===== src/rtl/seg_dma_writer_if.sv =====
// DMA write channel between the segment writer (master) and the memory
// write buffer (slave).
//
// Handshake: dma_wr_en is a one-cycle valid. Every cycle it is high, one
// request (dma_wr_addr, dma_wr_data) is transferred, with no ready signal.
// Flow control is dma_wr_alm_full. The master may raise dma_wr_en only in the
// cycle after it saw dma_wr_alm_full low. The buffer therefore has to absorb
// one request in flight after raising dma_wr_alm_full.
// dma_wr_complete pulses once per write that memory has acknowledged.
interface seg_dma_writer_if #(
  parameter int ADDR_WIDTH = 64,
  parameter int DATA_WIDTH = 512
);
  logic                  dma_wr_en;
  logic [ADDR_WIDTH-1:0] dma_wr_addr;
  logic [DATA_WIDTH-1:0] dma_wr_data;
  logic                  dma_wr_alm_full;
  logic                  dma_wr_complete;

  modport master (
    output dma_wr_en, dma_wr_addr, dma_wr_data,
    input  dma_wr_alm_full, dma_wr_complete
  );

  modport slave (
    input  dma_wr_en, dma_wr_addr, dma_wr_data,
    output dma_wr_alm_full, dma_wr_complete
  );
endinterface


===== src/rtl/seg_dma_writer.sv =====
// Segment DMA writer: after go, writes SEG_LINES pattern cachelines into each
// of four segments (0..3, in order). It then waits for every write
// completion and reports done plus the completion count.
module seg_dma_writer #(
  parameter int ADDR_WIDTH = 64,
  parameter int SEG_LINES  = 16,
  parameter int DATA_WIDTH = 512
) (
  input  logic                  clk,
  input  logic                  rst,
  input  logic [ADDR_WIDTH-1:0] wr_addr_s0,
  input  logic [ADDR_WIDTH-1:0] wr_addr_s1,
  input  logic [ADDR_WIDTH-1:0] wr_addr_s2,
  input  logic [ADDR_WIDTH-1:0] wr_addr_s3,
  input  logic                  go,
  output logic                  done,
  output logic [ADDR_WIDTH-1:0] cv_value,
  output logic [1:0]            state_dbg,
  seg_dma_writer_if.master      dma
);
  localparam int WORDS = DATA_WIDTH / 64;
  localparam int TOTAL = 4 * SEG_LINES;
  localparam logic [ADDR_WIDTH-1:0] CV_MAX     = ADDR_WIDTH'(TOTAL);
  localparam logic [15:0]           LAST_LINE  = 16'(SEG_LINES - 1);
  localparam logic [17:0]           LAST_ISSUE = 18'(TOTAL - 1);

  typedef enum logic [1:0] {IDLE, WRITE, DRAIN, DONE} state_t;

  state_t                     state_q, state_d;
  logic [3:0][ADDR_WIDTH-1:0] base_q, base_d;
  logic [1:0]                 seg_q, seg_d;
  logic [15:0]                line_q, line_d;
  logic [17:0]                issued_q, issued_d;
  logic                       done_q, done_d;
  logic [ADDR_WIDTH-1:0]      cv_q, cv_d;
  logic                       en_q, en_d;
  logic [ADDR_WIDTH-1:0]      addr_q, addr_d;
  logic [DATA_WIDTH-1:0]      data_q, data_d;

  // Each 64-bit word tags itself with line, word index and segment, so that
  // memory contents can be checked without knowing the addresses.
  function automatic logic [DATA_WIDTH-1:0] make_line(input logic [15:0] line,
                                                      input logic [1:0]  seg);
    logic [DATA_WIDTH-1:0] d;
    d = '0;
    for (int k = 0; k < WORDS; k++) begin
      d[k*64 +: 64] = {line, 8'(k), 38'b0, seg};
    end
    return d;
  endfunction

  // Next-state, request generation and completion counting.
  always_comb begin
    state_d  = state_q;
    base_d   = base_q;
    seg_d    = seg_q;
    line_d   = line_q;
    issued_d = issued_q;
    done_d   = done_q;
    cv_d     = cv_q;
    en_d     = 1'b0;
    addr_d   = addr_q;
    data_d   = data_q;

    // IDLE occurs only after reset; stray completions there are not counted.
    if (state_q != IDLE && dma.dma_wr_complete && cv_q != CV_MAX) begin
      cv_d = cv_q + ADDR_WIDTH'(1);
    end

    case (state_q)
      IDLE, DONE: begin
        if (go) begin
          base_d   = {wr_addr_s3, wr_addr_s2, wr_addr_s1, wr_addr_s0};
          seg_d    = 2'd0;
          line_d   = 16'd0;
          issued_d = 18'd0;
          cv_d     = '0;
          done_d   = 1'b0;
          state_d  = WRITE;
        end
      end
      WRITE: begin
        if (!dma.dma_wr_alm_full) begin
          en_d     = 1'b1;
          addr_d   = base_q[seg_q] + (ADDR_WIDTH'(line_q) << 6);
          data_d   = make_line(line_q, seg_q);
          issued_d = issued_q + 18'd1;
          if (line_q == LAST_LINE) begin
            line_d = 16'd0;
            seg_d  = seg_q + 2'd1;
          end else begin
            line_d = line_q + 16'd1;
          end
          if (issued_q == LAST_ISSUE) state_d = DRAIN;
        end
      end
      DRAIN: begin
        if (cv_q == CV_MAX) begin
          done_d  = 1'b1;
          state_d = DONE;
        end
      end
      default: state_d = IDLE;
    endcase
  end

  // State and registered outputs; reset aborts any run in progress.
  always_ff @(posedge clk or posedge rst) begin
    if (rst) begin
      state_q  <= IDLE;
      base_q   <= '0;
      seg_q    <= 2'd0;
      line_q   <= 16'd0;
      issued_q <= 18'd0;
      done_q   <= 1'b0;
      cv_q     <= '0;
      en_q     <= 1'b0;
      addr_q   <= '0;
      data_q   <= '0;
    end else begin
      state_q  <= state_d;
      base_q   <= base_d;
      seg_q    <= seg_d;
      line_q   <= line_d;
      issued_q <= issued_d;
      done_q   <= done_d;
      cv_q     <= cv_d;
      en_q     <= en_d;
      addr_q   <= addr_d;
      data_q   <= data_d;
    end
  end

  assign done            = done_q;
  assign cv_value        = cv_q;
  assign state_dbg       = state_q;
  assign dma.dma_wr_en   = en_q;
  assign dma.dma_wr_addr = addr_q;
  assign dma.dma_wr_data = data_q;
endmodule


===== src/flat_wrapper.sv =====
// flat-port wrapper written by rule: the top's interface ports become plain ports
module seg_dma_writer_flat 
#(
  parameter int ADDR_WIDTH = 64,
  parameter int SEG_LINES  = 16,
  parameter int DATA_WIDTH = 512
)
  (clk, rst, wr_addr_s0, wr_addr_s1, wr_addr_s2, wr_addr_s3, go, done, cv_value, state_dbg, dma_dma_wr_en, dma_dma_wr_addr, dma_dma_wr_data, dma_dma_wr_alm_full, dma_dma_wr_complete);
  seg_dma_writer_if #(.ADDR_WIDTH(ADDR_WIDTH), .DATA_WIDTH(DATA_WIDTH)) dma_i ();
  input  logic clk;
  input  logic rst;
  input  logic [ADDR_WIDTH-1:0] wr_addr_s0;
  input  logic [ADDR_WIDTH-1:0] wr_addr_s1;
  input  logic [ADDR_WIDTH-1:0] wr_addr_s2;
  input  logic [ADDR_WIDTH-1:0] wr_addr_s3;
  input  logic go;
  output logic done;
  output logic [ADDR_WIDTH-1:0] cv_value;
  output logic [1:0] state_dbg;
  output wire logic [$bits(dma_i.dma_wr_en)-1:0] dma_dma_wr_en;
  output wire logic [$bits(dma_i.dma_wr_addr)-1:0] dma_dma_wr_addr;
  output wire logic [$bits(dma_i.dma_wr_data)-1:0] dma_dma_wr_data;
  input wire logic [$bits(dma_i.dma_wr_alm_full)-1:0] dma_dma_wr_alm_full;
  input wire logic [$bits(dma_i.dma_wr_complete)-1:0] dma_dma_wr_complete;
  assign dma_dma_wr_en = dma_i.dma_wr_en;
  assign dma_dma_wr_addr = dma_i.dma_wr_addr;
  assign dma_dma_wr_data = dma_i.dma_wr_data;
  assign dma_i.dma_wr_alm_full = dma_dma_wr_alm_full;
  assign dma_i.dma_wr_complete = dma_dma_wr_complete;
  seg_dma_writer #(.ADDR_WIDTH(ADDR_WIDTH), .SEG_LINES(SEG_LINES), .DATA_WIDTH(DATA_WIDTH)) u_core (.clk(clk), .rst(rst), .wr_addr_s0(wr_addr_s0), .wr_addr_s1(wr_addr_s1), .wr_addr_s2(wr_addr_s2), .wr_addr_s3(wr_addr_s3), .go(go), .done(done), .cv_value(cv_value), .state_dbg(state_dbg), .dma(dma_i));
endmodule

===== config.mk =====
export PLATFORM = sky130hd
export DESIGN_NAME = seg_dma_writer_flat
export DESIGN_NICKNAME = d
export VERILOG_FILES = /design/src/rtl/seg_dma_writer_if.sv /design/src/rtl/seg_dma_writer.sv /design/src/flat_wrapper.sv
export SDC_FILE = /design/constraint.sdc
export NUM_CORES = 1
export LEC_CHECK = 0
export BUFFER_PORTS_ARGS = -buffer_cell sky130_fd_sc_hd__buf_2
export CAP_MARGIN = 25
export CORE_AREA = 3 3 356 358
export CTS_BUF_LIST = sky130_fd_sc_hd__clkbuf_2
export DETAILED_ROUTE_END_ITERATION = 8
export DIE_AREA = 0 0 359 361
export PLACE_DENSITY = 0.48
export REMOVE_ABC_BUFFERS = 1
export SLEW_MARGIN = 20
export SYNTH_ARGS = -nofsm -noshare
export SYNTH_HDL_FRONTEND = slang
export SYNTH_SLANG_ARGS = --single-unit

===== constraint.sdc =====
create_clock -name clk -period 16.7 [get_ports clk]
set_clock_uncertainty 0.2 [all_clocks]
set_input_delay 1.67 -clock clk [delete_from_list [all_inputs] [get_ports clk]]
set_output_delay 1.67 -clock clk [all_outputs]
set_load 0.03 [all_outputs]

==> flow_summary_export.csv <==
group,metric,value,unit
sta,fin_crit,5100,ps
pwr,peakVddDrop,90.3,µV
critical_path,r2r_cells,11,
sta,fin_setup_tns,0,ps
drt,wirelength_met1,37.5,mm
finish,fill_cells,13600,
floorplanning,ioPinCount,905,
synth,synth_cells,2782,
sta,period_share,0.305,
worst_hold_path,holdCritPathClass,"flop to flop",
drt,maxUsedRoutingLayer,"met5",
global_routing,grt_pass1_wl,127,mm
pwr,leakage,15.8,nW
drt,drtIter0Drc,963,
critical_path,worstSetupPathType,"flop to flop",
synth,synth-edff-count,0,
cts,cts_made_buffers,140,
finish,drive_gt1_frac,0.248,
critical_path,cp-end-kind,"flop",
finish,multi_input_area,11000,µm²
drt,drc,0,
finish,fin_nets,3703,
synth,synth_top_area_cell,"dfrtp_1",
drt,wl_met3,6.12,mm
synth,ys_warn_count,0,
sta,rsz0062_at_grt,"false",
global_routing,grt_usage,0.129,
critical_path,crit_required,17700,ps
synth,ys_seq_area_frac,0.444,
cts,htreeDepth,4,
floorplanning,start_util,0.202,
cts,path_clk_slew,90,ps
floorplanning,core,124000,µm²
sta,worst_slack,11600,ps
drt,totalWireLength,86.2,mm
cts,cts_setup_buffers,0,
synth,postSynth.asyncResetShare,1.00,
synth,netlist_area,25000,µm²
sta,maxSlewHeadroom,0.309,
floorplanning,die_x,359,µm
critical_path,cp.arrival,6100,ps
drt,antenna_left,0,
pwr,pwr_density_cell,156,nW/µm²
global_routing,grt_max_degree,162,
cts,cts_root_buffer,"clkbuf_2",
synth,synth.distinct_cells,69,
worst_hold_path,holdPathEnd,"u_core.dma.dma_wr_addr[2]",
floorplanning,die_h,361,µm
critical_path,r2r_start,"u_core.seg_q[0]",
cts,tritoncts,"yes",
drt,vias,20300,
place,dp_hpwl,63.0,mm
worst_hold_path,whs_path_depth,2,
place,dp_slack,11470,ps
place,globalplace.congestion,0.811,
critical_path,cp-start-kind,"flop",
sta,hold_viol,0,
drt,drt_first_pass_iters,6,
floorplanning,rows,129,
global_routing,antenna_found_initial,18,
worst_hold_path,hp-start,"u_core.dma.dma_wr_addr[2]",
drt,viasPerCell,3.93,
critical_path,r2r-end,"u_core.dma.dma_wr_addr[63]",
floorplanning,die_area,130000,µm²
status,status,"complete, no violations",
finish,fin_util,0.244,
synth,synth_seq_cells,443,
place,io_buffers,548,
drt,dr_wl_met2,39.9,mm
global_routing,grt_pass1_vias,19800,
global_routing,grt_overflow,0,
critical_path,crit_fanout,38,
sta,setup_viol,0,
synth,netlist.area_leader.share,0.444,
cts,clk_latency,1420,ps
flow_run,cap_violations,0,
synth,synth_area_leaders,"dfrtp_1 (44%), buf_4 (15%), nand2_1 (14%)",
synth,synth_ff_type,"dfrtp_1",
cts,cts_buffer_depth,3,
synth,synth_area_per_cell,8.98,µm²
drt,wire_per_inst,16.7,µm
cts,cts_sinks,443,
sta,slew_viol_final,0,
finish,seqCellArea,11100,µm²
sta,fmax,196,MHz
critical_path,reg2reg_slack,11600,ps
sta,worst_pin_slew,1030,ps
finish,syn2layout_area_growth,20.9,%
cells by family (layout without fill, tap and decap cells):
kind of cell	Yosys count	in the layout	synth area share
AND/OR/NAND/NOR	1324	1324	0.226
buffers and inverters	638	1013	0.173
flip-flops	443	443	0.444
AO/OA/AOI/OAI	156	156	0.0400
XOR/XNOR	117	117	0.0410
multiplexers	78	78	0.0627
adder cells (fa/ha/maj)	25	25	0.0128
other	1	364	0.000150
layout make-up:
cell class                 instances  share of cell area
antenna                            8            0.000663
clock inverter                    44             0.00858
inverter                          26             0.00348
clock buffer                     193              0.0320
multi-input combinational       2056               0.363
timing repair buffer             750               0.157
sequential                       443               0.367
tap                             1637              0.0678
metal layers:
layer  vias up  GRT usage
met1      9726      0.163
met3       155     0.0425
met2       709      0.200
li1       9650          -
met5         -          0
met4        10     0.0525
per-stage QoR:
step	cell area [µm²]	hold slack, ps	total power, mW	cells
6_report	30200	265	4.71	5157
2_1_floorplan	22100	237	3.29	2525
4_1_cts	30100	1.80	4.83	5147
3_5_place_dp	27100	251	3.88	4733
5_1_grt	30200	61.9	5.13	5153
3_3_place_gp	27100	249	3.86	4733
cells in the final DEF (no fill, tap or decap), types with 7 or more instances in the layout:
cell type / count
buf_4: 20
a21oi_1: 30
mux2i_1: 9
nor2_1: 115
o21ai_0: 56
mux4_2: 54
mux2_2: 9
and4_1: 12
dlygate4sd3_1: 177
clkinv_1: 30
inv_1: 23
or4_1: 14
ha_1: 24
and3_1: 20
nor3_1: 23
clkbuf_2: 193
buf_2: 549
diode_2: 8
o211ai_1: 12
o2111ai_1: 9
dfrtp_1: 441
a21o_1: 7
nand2_1: 950
xnor2_1: 42
conb_1: 356
nand3_1: 63
xor2_1: 75
nor4_1: 27
nand4_1: 48
state kept, by name (all words and copies together) (netlist names):
name and count:
u_core.state_dbg 2, u_core.seg_q 2, u_core.cv_value 64, u_core.dma.dma_wr_en 1
u_core.base_q 256, u_core.dma.dma_wr_data 19, u_core.dma.dma_wr_addr 64, u_core.done 1
u_core.line_q 16, u_core.issued_q 18
Yosys cell counts (all sizes together), types with 4 or more instances:
| cell type | n |
|---|---|
| nor3 | 25 |
| inv | 26 |
| clkbuf | 95 |
| nand3 | 64 |
| nor2b | 7 |
| or4 | 14 |
| or3 | 6 |
| buf | 517 |
| a21o | 7 |
| nand2b | 8 |
| dfrtp | 443 |
| o2111ai | 9 |
| mux2i | 9 |
| nor2 | 116 |
| a31oi | 4 |
| ha | 24 |
| a31o | 5 |
| mux2 | 9 |
| a21oi | 31 |
| and3 | 20 |
| nand2 | 950 |
| xnor2 | 42 |
| nor4 | 31 |
| a211o | 5 |
| o21ai | 62 |
| or4b | 4 |
| nor3b | 4 |
| xor2 | 75 |
| nand4 | 49 |
| mux4 | 60 |
| o211ai | 13 |
| and4 | 12 |
| and2 | 6 |
critical path, cell delays in order (launching register included):
cell       delay, ps
dfrtp_4          990
buf_4            750
mux4_2           650
ha_1             400
nand3_1          130
and2_1           190
a211o_1          350
a21boi_2         130
buf_4            280
o2111ai_1        400
mux2i_1          220
a211o_1          280
worst max path at each step:
stage | start | end | slack, ps | depth (start not counted)
finish | u_core.seg_q[0] | u_core.dma.dma_wr_addr[63] | 11600 | 11
global route | u_core.seg_q[0] | u_core.dma.dma_wr_addr[56] | 11240 | 10
CTS | u_core.seg_q[0] | u_core.dma.dma_wr_addr[63] | 11450 | 11
detailed placement | u_core.seg_q[0] | u_core.dma.dma_wr_addr[63] | 11470 | 11
global placement | u_core.seg_q[0] | u_core.dma.dma_wr_addr[63] | 11550 | 11
floorplan | rst | u_core.base_q[0] | 2490 | 1
timing repair:
| item | in CTS | in global routing |
|---|---|---|
| endpoints found under the hold margin | 265 | 0 |
| hold buffers | 177 | 0 |
| resized for setup | 0 | 0 |
report_power, final:
group	internal [mW]	switching [mW]
registers	1.46	0.281
clock network	0.346	0.518
logic	0.675	1.43
(Power assumes the default switching activity.)
